[src/rtl/mm_req_fifo.sv]
// Request FIFO for the main-memory model. Pointers carry one extra bit so
// full and empty are told apart; they wrap naturally modulo 2*DEPTH.
// A push into a full FIFO is accepted when a pop happens at the same edge.
module mm_req_fifo #(
    parameter type T     = logic [7:0],
    parameter int  DEPTH = 8
) (
    input  logic                   clk,
    input  logic                   rst_n,
    input  logic                   push_i,
    input  logic                   pop_i,
    input  T                       data_i,
    output T                       data_o,
    output logic                   full_o,
    output logic                   empty_o,
    output logic [$clog2(DEPTH):0] count_o
);

    localparam int IDX_W = $clog2(DEPTH);

    T               mem_q [DEPTH];
    logic [IDX_W:0] wptr_q, wptr_d;
    logic [IDX_W:0] rptr_q, rptr_d;
    logic           do_push;
    logic           do_pop;

    assign empty_o = (wptr_q == rptr_q);
    assign full_o  = (wptr_q[IDX_W] != rptr_q[IDX_W]) &&
                     (wptr_q[IDX_W-1:0] == rptr_q[IDX_W-1:0]);
    assign count_o = wptr_q - rptr_q;
    assign do_pop  = pop_i && !empty_o;
    assign do_push = push_i && (!full_o || do_pop);
    assign data_o  = mem_q[rptr_q[IDX_W-1:0]];

    // Advance pointers on accepted push/pop.
    always_comb begin
        wptr_d = wptr_q + {{IDX_W{1'b0}}, do_push};
        rptr_d = rptr_q + {{IDX_W{1'b0}}, do_pop};
    end

    // Pointer state; reset empties the FIFO.
    always_ff @(posedge clk or negedge rst_n) begin
        if (!rst_n) begin
            wptr_q <= '0;
            rptr_q <= '0;
        end else begin
            wptr_q <= wptr_d;
            rptr_q <= rptr_d;
        end
    end

    // Entry storage; contents are meaningless until written, so no reset.
    always_ff @(posedge clk) begin
        if (do_push) begin
            mem_q[wptr_q[IDX_W-1:0]] <= data_i;
        end
    end

endmodule

[config.mk]
export PLATFORM = sky130hd
export DESIGN_NAME = mm_req_fifo
export DESIGN_NICKNAME = d
export VERILOG_FILES = /design/src/rtl/mm_req_fifo.sv
export SDC_FILE = /design/constraint.sdc
export NUM_CORES = 1
export LEC_CHECK = 0
export ABC_AREA = 1
export ABC_CLOCK_PERIOD_IN_PS = 1850
export BUFFER_PORTS_ARGS = -buffer_cell sky130_fd_sc_hd__buf_2
export CAP_MARGIN = 20
export CORE_UTILIZATION = 50
export CTS_BUF_LIST = sky130_fd_sc_hd__clkbuf_2 sky130_fd_sc_hd__clkbuf_4 sky130_fd_sc_hd__clkbuf_8
export DETAILED_ROUTE_END_ITERATION = 7
export PLACE_DENSITY = 0.71
export SYNTH_ARGS = -nofsm -noshare
export SYNTH_HDL_FRONTEND = slang
export SYNTH_SLANG_ARGS = --single-unit
[constraint.sdc]
create_clock -name clk -period 1.85 [get_ports clk]
set_input_delay 0.2775 -clock clk [delete_from_list [all_inputs] [get_ports clk]]
set_output_delay 0.2775 -clock clk [all_outputs]
set_load 0.1 [all_outputs]
==> Word level (Yosys, flattened, before mapping) <==
Memory sizes are Yosys's and may differ from the RTL's.
Cells that the tools add are included.
{ "classes": {"n_mux": 2, "n_eq_ne": 3, "n_reduce_logical": 6, "n_addsub": 3} }
{ "op_table": {"columns": ["op", "count"], "rows": [
  ["$add A4 B1 Y4", 2],
  ["$eq A4 B4 Y1", 1],
  ["$sub A4 B4 Y4", 1],
  ["$eq A3 B3 Y1", 1],
  ["$logic_and A1 B1 Y1", 3],
  ["$logic_not A1 Y1", 2],
  ["$mux W1", 2],
  ["$logic_or A1 B1 Y1", 1],
  ["$ne A1 B1 Y1", 1]
]} }
{ "word_totals": {"memories": 1, "wordCells": 17, "ramBits": 64, "in_bits": 12, "out_inout_bits": 14, "regBits": 8} }
{ "mem_list": {"columns": ["memory", "depth", "width", "rd", "rd_ports_with_merged_regs", "wr", "line", "source"], "rows": [
  ["mem_q", 8, 8, 1, 0, 1, "21", "T mem_q [DEPTH];"]
]} }

==> Longest topological paths before layout <==
Gate-level depths: netlist of the first run.
{ "logic_depth": {"word_depth": 7, "ltp_mapped": 12, "mapped_depth_nobuf": 10} }

==> Worst setup path after synthesis of the first run <==
No wires, ideal clock.
{ "synth_path": {"path_kind": "reg-to-reg", "startpoint": "register wptr_q[0]", "endpoint": "register rptr_q[2]", "stages_incl_launch_ff": 11, "synth_period_minus_slack_ps": 3516, "path_slack_ps": -1666, "path_buffers": 0, "t_required_ps": 1725, "t_arrival_ps": 3391, "setup_time_ps": 125, "path_cell_list": "dfrtp_1 inv_1 ha_1 inv_1 nor2_1 inv_1 nor2_1 nor2_1 ha_1 ha_1 xor2_1"} }
{ "synth_via": {"elab_chain_len": 4} }
{ "synth_rtl": {"columns": ["item", "line", "source"], "rows": [
  ["start: declaration", "22", "logic [IDX_W:0] wptr_q, wptr_d;"],
  ["start signal: assignment", "47", "wptr_q <= wptr_d;"],
  ["$eq A4 B4 Y1", "27", "assign empty_o = (wptr_q == rptr_q);"],
  ["via empty_o", "15", "output logic empty_o,"],
  ["$logic_not A1 Y1", "31", "assign do_pop = pop_i && !empty_o;"],
  ["$logic_and A1 B1 Y1", "31", null],
  ["$add A4 B1 Y4", "38", "rptr_d = rptr_q + {{IDX_W{1'b0}}, do_pop};"],
  ["via rptr_d[2]", "23", "logic [IDX_W:0] rptr_q, rptr_d;"],
  ["end signal: assignment", "48", "rptr_q <= rptr_d;"],
  ["end: declaration", "23", null]
]} }
The timed path passes the listed nets, and every way through them passes these cells.

==> Worst setup path after layout of the first run <==
{ "layout_path": {"startpoint": "register rptr_q[0]", "endpoint": "output port count_o[1]"} }
{ "layout_via": {"elab_chain_len": 1} }
{ "layout_rtl": {"columns": ["item", "line", "source"], "rows": [
  ["$sub A4 B4 Y4", "30", "assign count_o = wptr_q - rptr_q;"],
  ["end: declaration", "16", "output logic [$clog2(DEPTH):0] count_o"]
]} }
Every way passes these cells.

==> insert_results.sql, run 1 <==
INSERT INTO impl_metrics (metric_group, metric, value, unit) VALUES
('synth', 'ys_seq_elements', '72', ''),
('grt', 'grt_antenna_before_repair', '0', ''),
('synth', 'syn_nets', '367', ''),
('route', 'drt_pre_antenna_iters', '7', ''),
('floorplanning', 'start_util', '52.6', '%'),
('route', 'dr.first_iter.drc_count', '307', ''),
('clock_network', 'clkSlewWorstSetupHoldPaths', '70', 'ps'),
('route', 'avgViaCountPerCell', '5.26', ''),
('grt', 'first_pass_grt_wire_length', '11000', 'um'),
('setup_path', 'end_kind', 'output pin', ''),
('synth', 'synthDominantAreaCellType', 'sky130_fd_sc_hd__edfxtp_1', ''),
('placed_design', 'place_area', '0.00400', 'sq mm'),
('timing', 'timing_worst_slew_pin_value', '341', 'ps'),
('finish', 'post_route_cells_drive_above_1_share', '42.4', '%'),
('timing', 'timing.slew.headroom', '77.2', '%'),
('finish', 'final_net_count', '430', ''),
('timing', 'setup-tns-final', '-4020', 'ps'),
('timing', 'final_skew', '5.79', 'ps'),
('synth', 'synth_area_leaders', 'sky130_fd_sc_hd__edfxtp_1 (57%), sky130_fd_sc_hd__nand2_1 (13%), sky130_fd_sc_hd__inv_1 (8.4%)', ''),
('route', 'route.detailed.wl_per_inst', '17.2', 'um'),
('finish', 'final.fill_count', '368', ''),
('route', 'remaining_drc_errors', '4', ''),
('timing', 'finalMaxSlewViolations', '0', ''),
('route', 'totalWireLength', '8450', 'um'),
('synth', 'yosys_warnings', '0', ''),
('placed_design', 'numPortBuffers', '25', ''),
('timing', 'rsz0062_at_grt', 'yes', ''),
('clock_network', 'clock_insertion_delay_worst_skew', '330', 'ps'),
('timing', 'post-route-period-util', '112', '%'),
('placed_design', 'finalWeightedCongestion', '0.766', ''),
('synth', 'post_synth_instance_area', '0.00338', 'sq mm'),
('clock_network', 'tritoncts.num_buffers', '9', ''),
('finish', 'fin_area', '0.00484', 'sq mm'),
('synth', 'synthCells', '347', ''),
('outcome', 'run_status', 'finished, violations left', ''),
('setup_path', 'worstPathArrival', '1800', 'ps'),
('floorplanning', 'floorplan.die_area', '0.00709', 'sq mm'),
('timing', 'hold_viol_final', '0', ''),
('grt', 'maximum_number_of_pins_on_one_net_before_global_route_repair', '35', ''),
('clock_network', 'tritoncts_clock_tree', 'yes', ''),
('synth', 'synth_cell_type_count', '18', ''),
('finish', 'antenna-diode-count', '0', ''),
('grt', 'grt_usage', '21.0', '%'),
('setup_path', 'setup.worst_path.start_class', 'flip-flop', ''),
('timing', 'final.setup.worst_slack', '-229', 'ps'),
('synth', 'synth-seq-area-share', '62.8', '%'),
('outcome', 'failed_checks', 'DRC, setup timing', ''),
('finish', 'syn_to_final_growth', '43.2', '%'),
('clock_network', 'clkSinkCount', '72', ''),
('finish', 'most-common-layout-cells', 'sky130_fd_sc_hd__nand2_1 (75), sky130_fd_sc_hd__inv_1 (71), sky130_fd_sc_hd__edfxtp_1 (64)', ''),
('timing', 'fin_crit', '2080', 'ps'),
('setup_path', 'cp_data_required_time', '1570', 'ps'),
('finish', 'layout.cells.most_common', 'sky130_fd_sc_hd__nand2_1', ''),
('worst_hold_path', 'timing.hold.worst.class', 'input pin to flip-flop', ''),
('synth', 'synth_largest_type_area_fraction', '56.9', '%'),
('timing', 'highest_clock_rate', '481', 'MHz'),
('synth', 'syn_area_per_cell', '9.74', 'sq um'),
('floorplanning', 'io_pins', '26', ''),
('timing', 'setup_viol', '80', ''),
('setup_path', 'critPathSlowestCell', 'sky130_fd_sc_hd__fa_2', ''),
('setup_path', 'crit_path_max_incr_delay', '550', 'ps'),
('floorplanning', 'core_region_area', '0.00642', 'sq mm'),
('clock_network', 'cts-htree-levels', '3', ''),
('clock_network', 'ctsLongestPathBuffers', '2', ''),
('route', 'postRouteAntennaNets', '0', ''),
('floorplanning', 'die_height', '84.2', 'um'),
('flow_run', 'maxCapViolations', '0', ''),
('finish', 'fin_util', '75.3', '%'),
('placed_design', 'hpwlAfterDp', '4340', 'um'),
('setup_path', 'crit_path_cell_trace', 'ha_4 > fa_2 > clkinvlp_4 > buf_12', ''),
('grt', 'global_route.overflow_total', '0', ''),
('floorplanning', 'row_count', '29', ''),
('route', 'num_vias', '2587', ''),
('setup_path', 'timing_worst_setup_path_type', 'flip-flop to output pin', ''),
('setup_path', 'worstPathMaxFanout', '3', ''),
('floorplanning', 'die_width', '84.2', 'um'),
('clock_network', 'clock-root-buffer', 'sky130_fd_sc_hd__clkbuf_8', ''),
('grt', 'grt_pass1_vias', '2157', '');
==> critical path, delay by kind of cell, from the launching register on <==
kind	cells	cell delay (ps)
adders and majority gates	2	740
DFF	1	460
buffers and inverters	2	270
==> cells in the mapped netlist <==
| master | number |
|---|---|
| sky130_fd_sc_hd__dfrtp_1 | 8 |
| sky130_fd_sc_hd__inv_1 | 76 |
| sky130_fd_sc_hd__buf_6 | 6 |
| sky130_fd_sc_hd__buf_4 | 4 |
| sky130_fd_sc_hd__nor2_1 | 13 |
| sky130_fd_sc_hd__nand2_2 | 1 |
| sky130_fd_sc_hd__xor2_1 | 4 |
| sky130_fd_sc_hd__or2_2 | 1 |
| sky130_fd_sc_hd__inv_4 | 2 |
| sky130_fd_sc_hd__fa_1 | 1 |
| sky130_fd_sc_hd__edfxtp_1 | 64 |
| sky130_fd_sc_hd__buf_2 | 1 |
| sky130_fd_sc_hd__clkinv_1 | 1 |
| sky130_fd_sc_hd__nand2_1 | 117 |
| sky130_fd_sc_hd__ha_1 | 7 |
| sky130_fd_sc_hd__xnor2_1 | 1 |
| sky130_fd_sc_hd__nand3_1 | 39 |
| sky130_fd_sc_hd__a21oi_1 | 1 |
==> logic make-up after synthesis <==
| family | after synthesis | share of synthesized area (%) |
|---|---|---|
| buf+inv | 90 | 12.0 |
| compound gates | 1 | 0.148 |
| xor+xnor | 5 | 1.30 |
| simple gates | 171 | 20.6 |
| fa+ha+maj | 8 | 3.19 |
| flops | 72 | 62.8 |
==> flip-flops by register name (all words and copies together) (netlist names) <==
name    flops
mem_q      64
rptr_q      4
wptr_q      4
==> metal layers <==
metal | share of wire (%) | vias to the layer above | GRT usage, % | wire [um]
met1 | 41 | 1238 | 30.0 | 3510
met3 | 6.5 | 16 | 4.23 | 547
met4 | 2.1 | 0 | 9.40 | 174
met2 | 50 | 129 | 31.4 | 4220
li1 | - | 1204 | - | -
met5 | 0 | - | 0 | 0
==> worst paths after layout <==
check	start	end	slack (ps)	cells after the start
max	rptr_q[0]	count_o[1]	-230	4
min	data_i[4]	mem_q[4][4]	230	1
max reg2reg	rptr_q[0]	wptr_q[2]	-120	10
min reg2reg	wptr_q[3]	wptr_q[3]	570	2
max in group asynchronous	rst_n	wptr_q[0]	1340	2
min in group asynchronous	rst_n	rptr_q[2]	320	2
==> cell type report <==
type	instances	area [sq um]	area share, %
timing repair inverter	1	16.3	0.336
multi-input combinational	185	1350	27.8
clock buffer	15	175	3.62
tap	77	96.3	1.99
timing repair buffer	62	737	15.2
sequential	72	2130	43.9
clock inverter	1	5.00	0.103
inverter	79	337	6.96
==> through the flow <==
step | setup WS [ps] | cells | hold slack, ps
4_1_cts | -217 | 471 | 209
3_3_place_gp | 20.7 | 451 | 131
6_report | -229 | 492 | 231
3_5_place_dp | -43.0 | 451 | 135
5_1_grt | -278 | 492 | 221
2_1_floorplan | -851 | 347 | -18.1
==> what timing repair did <==
| item | CTS | global route |
|---|---|---|
| endpoints found under the setup margin | 46 | 59 |
| setup buffers | 3 | 18 |
| endpoints found under the hold margin | 8 | 0 |
| cloned | 0 | 4 |
| pin swaps | 6 | 51 |
| hold buffers | 1 | 0 |
| resized for setup | 27 | 79 |
Power of run 1 is not shown: default switching activity piles up to over one toggle a cycle in this logic, so the estimate is an artifact.
==> run 2: changes to the inputs <==
==> constraint.sdc (replaced) <==
create_clock -name clk -period 1.85 [get_ports clk]
set_input_delay 0.185 -clock clk [delete_from_list [all_inputs] [get_ports clk]]
set_output_delay 0.185 -clock clk [all_outputs]
set_load 0.1 [all_outputs]
==> run 2 against run 1 <==
Net effect: the flow still finishes with violations (DRC, setup timing); largest cell class unchanged; worst setup slack improved by 65 ps; die area did not move; first-iteration DRC count shrank 29%; final cell count decreased by 2.6%; critical path depth rose by 2; highest routed layer unchanged; hold slack got worse by 120 ps; global-route usage grew 1.6 points; core utilization shrank 5.5 points.
==> insert_results.sql, run 2 (synthesized netlist as in run 1, its figures left out) <==
INSERT INTO impl_metrics (metric_group, metric, value, unit) VALUES
('finish', 'syn_to_final_growth', '32.8', '%'),
('clock_network', 'ctsLongestPathBuffers', '2', ''),
('setup_path', 'timing_worst_setup_path_type', 'flip-flop to output pin', ''),
('finish', 'largest_register_ff_count', '64', ''),
('setup_path', 'worstPathArrival', '1830', 'ps'),
('timing', 'final_skew', '11.6', 'ps'),
('route', 'remaining_drc_errors', '4', ''),
('finish', 'layout.cells.most_common', 'sky130_fd_sc_hd__nand2_1', ''),
('timing', 'finalMaxSlewViolations', '0', ''),
('grt', 'grt_pass1_vias', '2354', ''),
('setup_path', 'end_kind', 'output pin', ''),
('placed_design', 'post_place_worst_slack', '-54.6', 'ps'),
('route', 'num_vias', '2431', ''),
('floorplanning', 'row_count', '29', ''),
('timing', 'rsz0062_at_grt', 'yes', ''),
('timing', 'setup_viol', '11', ''),
('grt', 'grt_usage', '22.7', '%'),
('clock_network', 'tritoncts.num_buffers', '9', ''),
('route', 'postRouteAntennaNets', '0', ''),
('clock_network', 'clkSlewWorstSetupHoldPaths', '80', 'ps'),
('setup_path', 'crit_path_max_incr_delay', '440', 'ps'),
('timing', 'timing_worst_slew_pin_value', '452', 'ps'),
('setup_path', 'crit_path_cell_trace', 'ha_4 > buf_6 > a21oi_4 > nand3_4 > nand2_8 > buf_12', ''),
('setup_path', 'setup.worst_path.start_class', 'flip-flop', ''),
('floorplanning', 'die_width', '84.2', 'um'),
('finish', 'antenna-diode-count', '0', ''),
('worst_hold_path', 'timing.hold.worst.class', 'input pin to flip-flop', ''),
('finish', 'most-common-layout-cells', 'sky130_fd_sc_hd__nand2_1 (102), sky130_fd_sc_hd__inv_1 (71), sky130_fd_sc_hd__edfxtp_1 (64)', ''),
('clock_network', 'cts-htree-levels', '3', ''),
('clock_network', 'clkSinkCount', '72', ''),
('route', 'drt_pre_antenna_iters', '7', ''),
('finish', 'final_net_count', '417', ''),
('setup_path', 'worstPathMaxFanout', '2', ''),
('setup_path', 'cp_data_required_time', '1660', 'ps'),
('clock_network', 'clock-root-buffer', 'sky130_fd_sc_hd__clkbuf_8', ''),
('flow_run', 'maxCapViolations', '0', ''),
('clock_network', 'clock_insertion_delay_worst_skew', '360', 'ps'),
('placed_design', 'hpwlAfterDp', '4310', 'um'),
('placed_design', 'numPortBuffers', '25', ''),
('route', 'dr.first_iter.drc_count', '219', ''),
('timing', 'timing.slew.headroom', '69.8', '%'),
('floorplanning', 'die_height', '84.2', 'um'),
('timing', 'hold_viol_final', '0', ''),
('grt', 'global_route.overflow_total', '0', ''),
('timing', 'final.setup.worst_slack', '-163', 'ps'),
('route', 'avgViaCountPerCell', '5.08', ''),
('route', 'route.detailed.wl_per_inst', '16.1', 'um'),
('clock_network', 'tritoncts_clock_tree', 'yes', ''),
('outcome', 'run_status', 'finished, violations left', ''),
('floorplanning', 'io_pins', '26', ''),
('grt', 'first_pass_grt_wire_length', '11700', 'um'),
('grt', 'maximum_number_of_pins_on_one_net_before_global_route_repair', '33', ''),
('placed_design', 'finalWeightedCongestion', '0.824', ''),
('setup_path', 'critPathSlowestCell', 'sky130_fd_sc_hd__dfrtp_1', ''),
('grt', 'grt_antenna_before_repair', '0', ''),
('finish', 'post_route_cells_drive_above_1_share', '29.6', '%'),
('timing', 'fin_crit', '2010', 'ps'),
('timing', 'hold-worst-slack', '106', 'ps'),
('floorplanning', 'floorplan.die_area', '0.00709', 'sq mm'),
('floorplanning', 'core_region_area', '0.00642', 'sq mm'),
('timing', 'highest_clock_rate', '497', 'MHz'),
('floorplanning', 'start_util', '52.6', '%'),
('outcome', 'failed_checks', 'DRC, setup timing', ''),
('timing', 'post-route-period-util', '109', '%'),
('route', 'totalWireLength', '7730', 'um');
run 2: critical path: cells and delay by family, from the launching register on:
family	cells	cell delay [ps]
and+or+nand+nor	2	220
buffers and inverters	2	300
DFF	1	440
AOI/OAI and AO/OA	1	220
adders and majority gates	1	280
run 2: through the flow:
stage | area (sq um) | setup TNS, ps | std cells | utilization [%]
final | 4490 | -725 | 479 | 69.9
after global routing | 4490 | -1720 | 479 | 69.9
after CTS | 4300 | -1100 | 472 | 66.9
after detailed placement | 3970 | -1020 | 452 | 61.9
after global placement | 3970 | -16.3 | 452 | 61.9
after floorplan | 3540 | -18610 | 347 | -
run 2: what timing repair did:
action / in CTS / in global routing
hold endpoints to repair: 8 / 0
pin swaps: 9 / 16
resized for setup: 23 / 35
setup endpoints to repair: 52 / 58
hold buffers: 1 / 0
buffers inserted: 4 / 8
run 2: final cells by class:
type / instances / area [sq um]
clock inverter: 7 / 62.6
fill: 445 / 1940
inverter: 79 / 329
sequential: 72 / 2130
multi-input combinational: 185 / 1170
tap: 77 / 96.3
timing repair buffer: 50 / 578
clock buffer: 9 / 124
run 2: final timing paths:
check	from	endpoint	slack, ps	cells after the start
setup / recovery	wptr_q[2]	count_o[3]	-160	6
hold / removal	data_i[2]	mem_q[4][2]	110	1
setup reg to reg	rptr_q[0]	wptr_q[2]	-30	9
hold reg to reg	wptr_q[3]	wptr_q[3]	560	2
max in group asynchronous	rst_n	wptr_q[0]	1440	2
min in group asynchronous	rst_n	rptr_q[2]	210	2
run 2: metal layers:
layer / vias up / track usage, % / part of all wire [%]
li1: 1175 / - / -
met1: 1132 / 29.5 / 41
met2: 104 / 34.7 / 49
met3: 20 / 5.41 / 7.1
met4: 0 / 13.6 / 2.4
met5: - / 0 / 0
Power of run 2 is left out for the same reason.
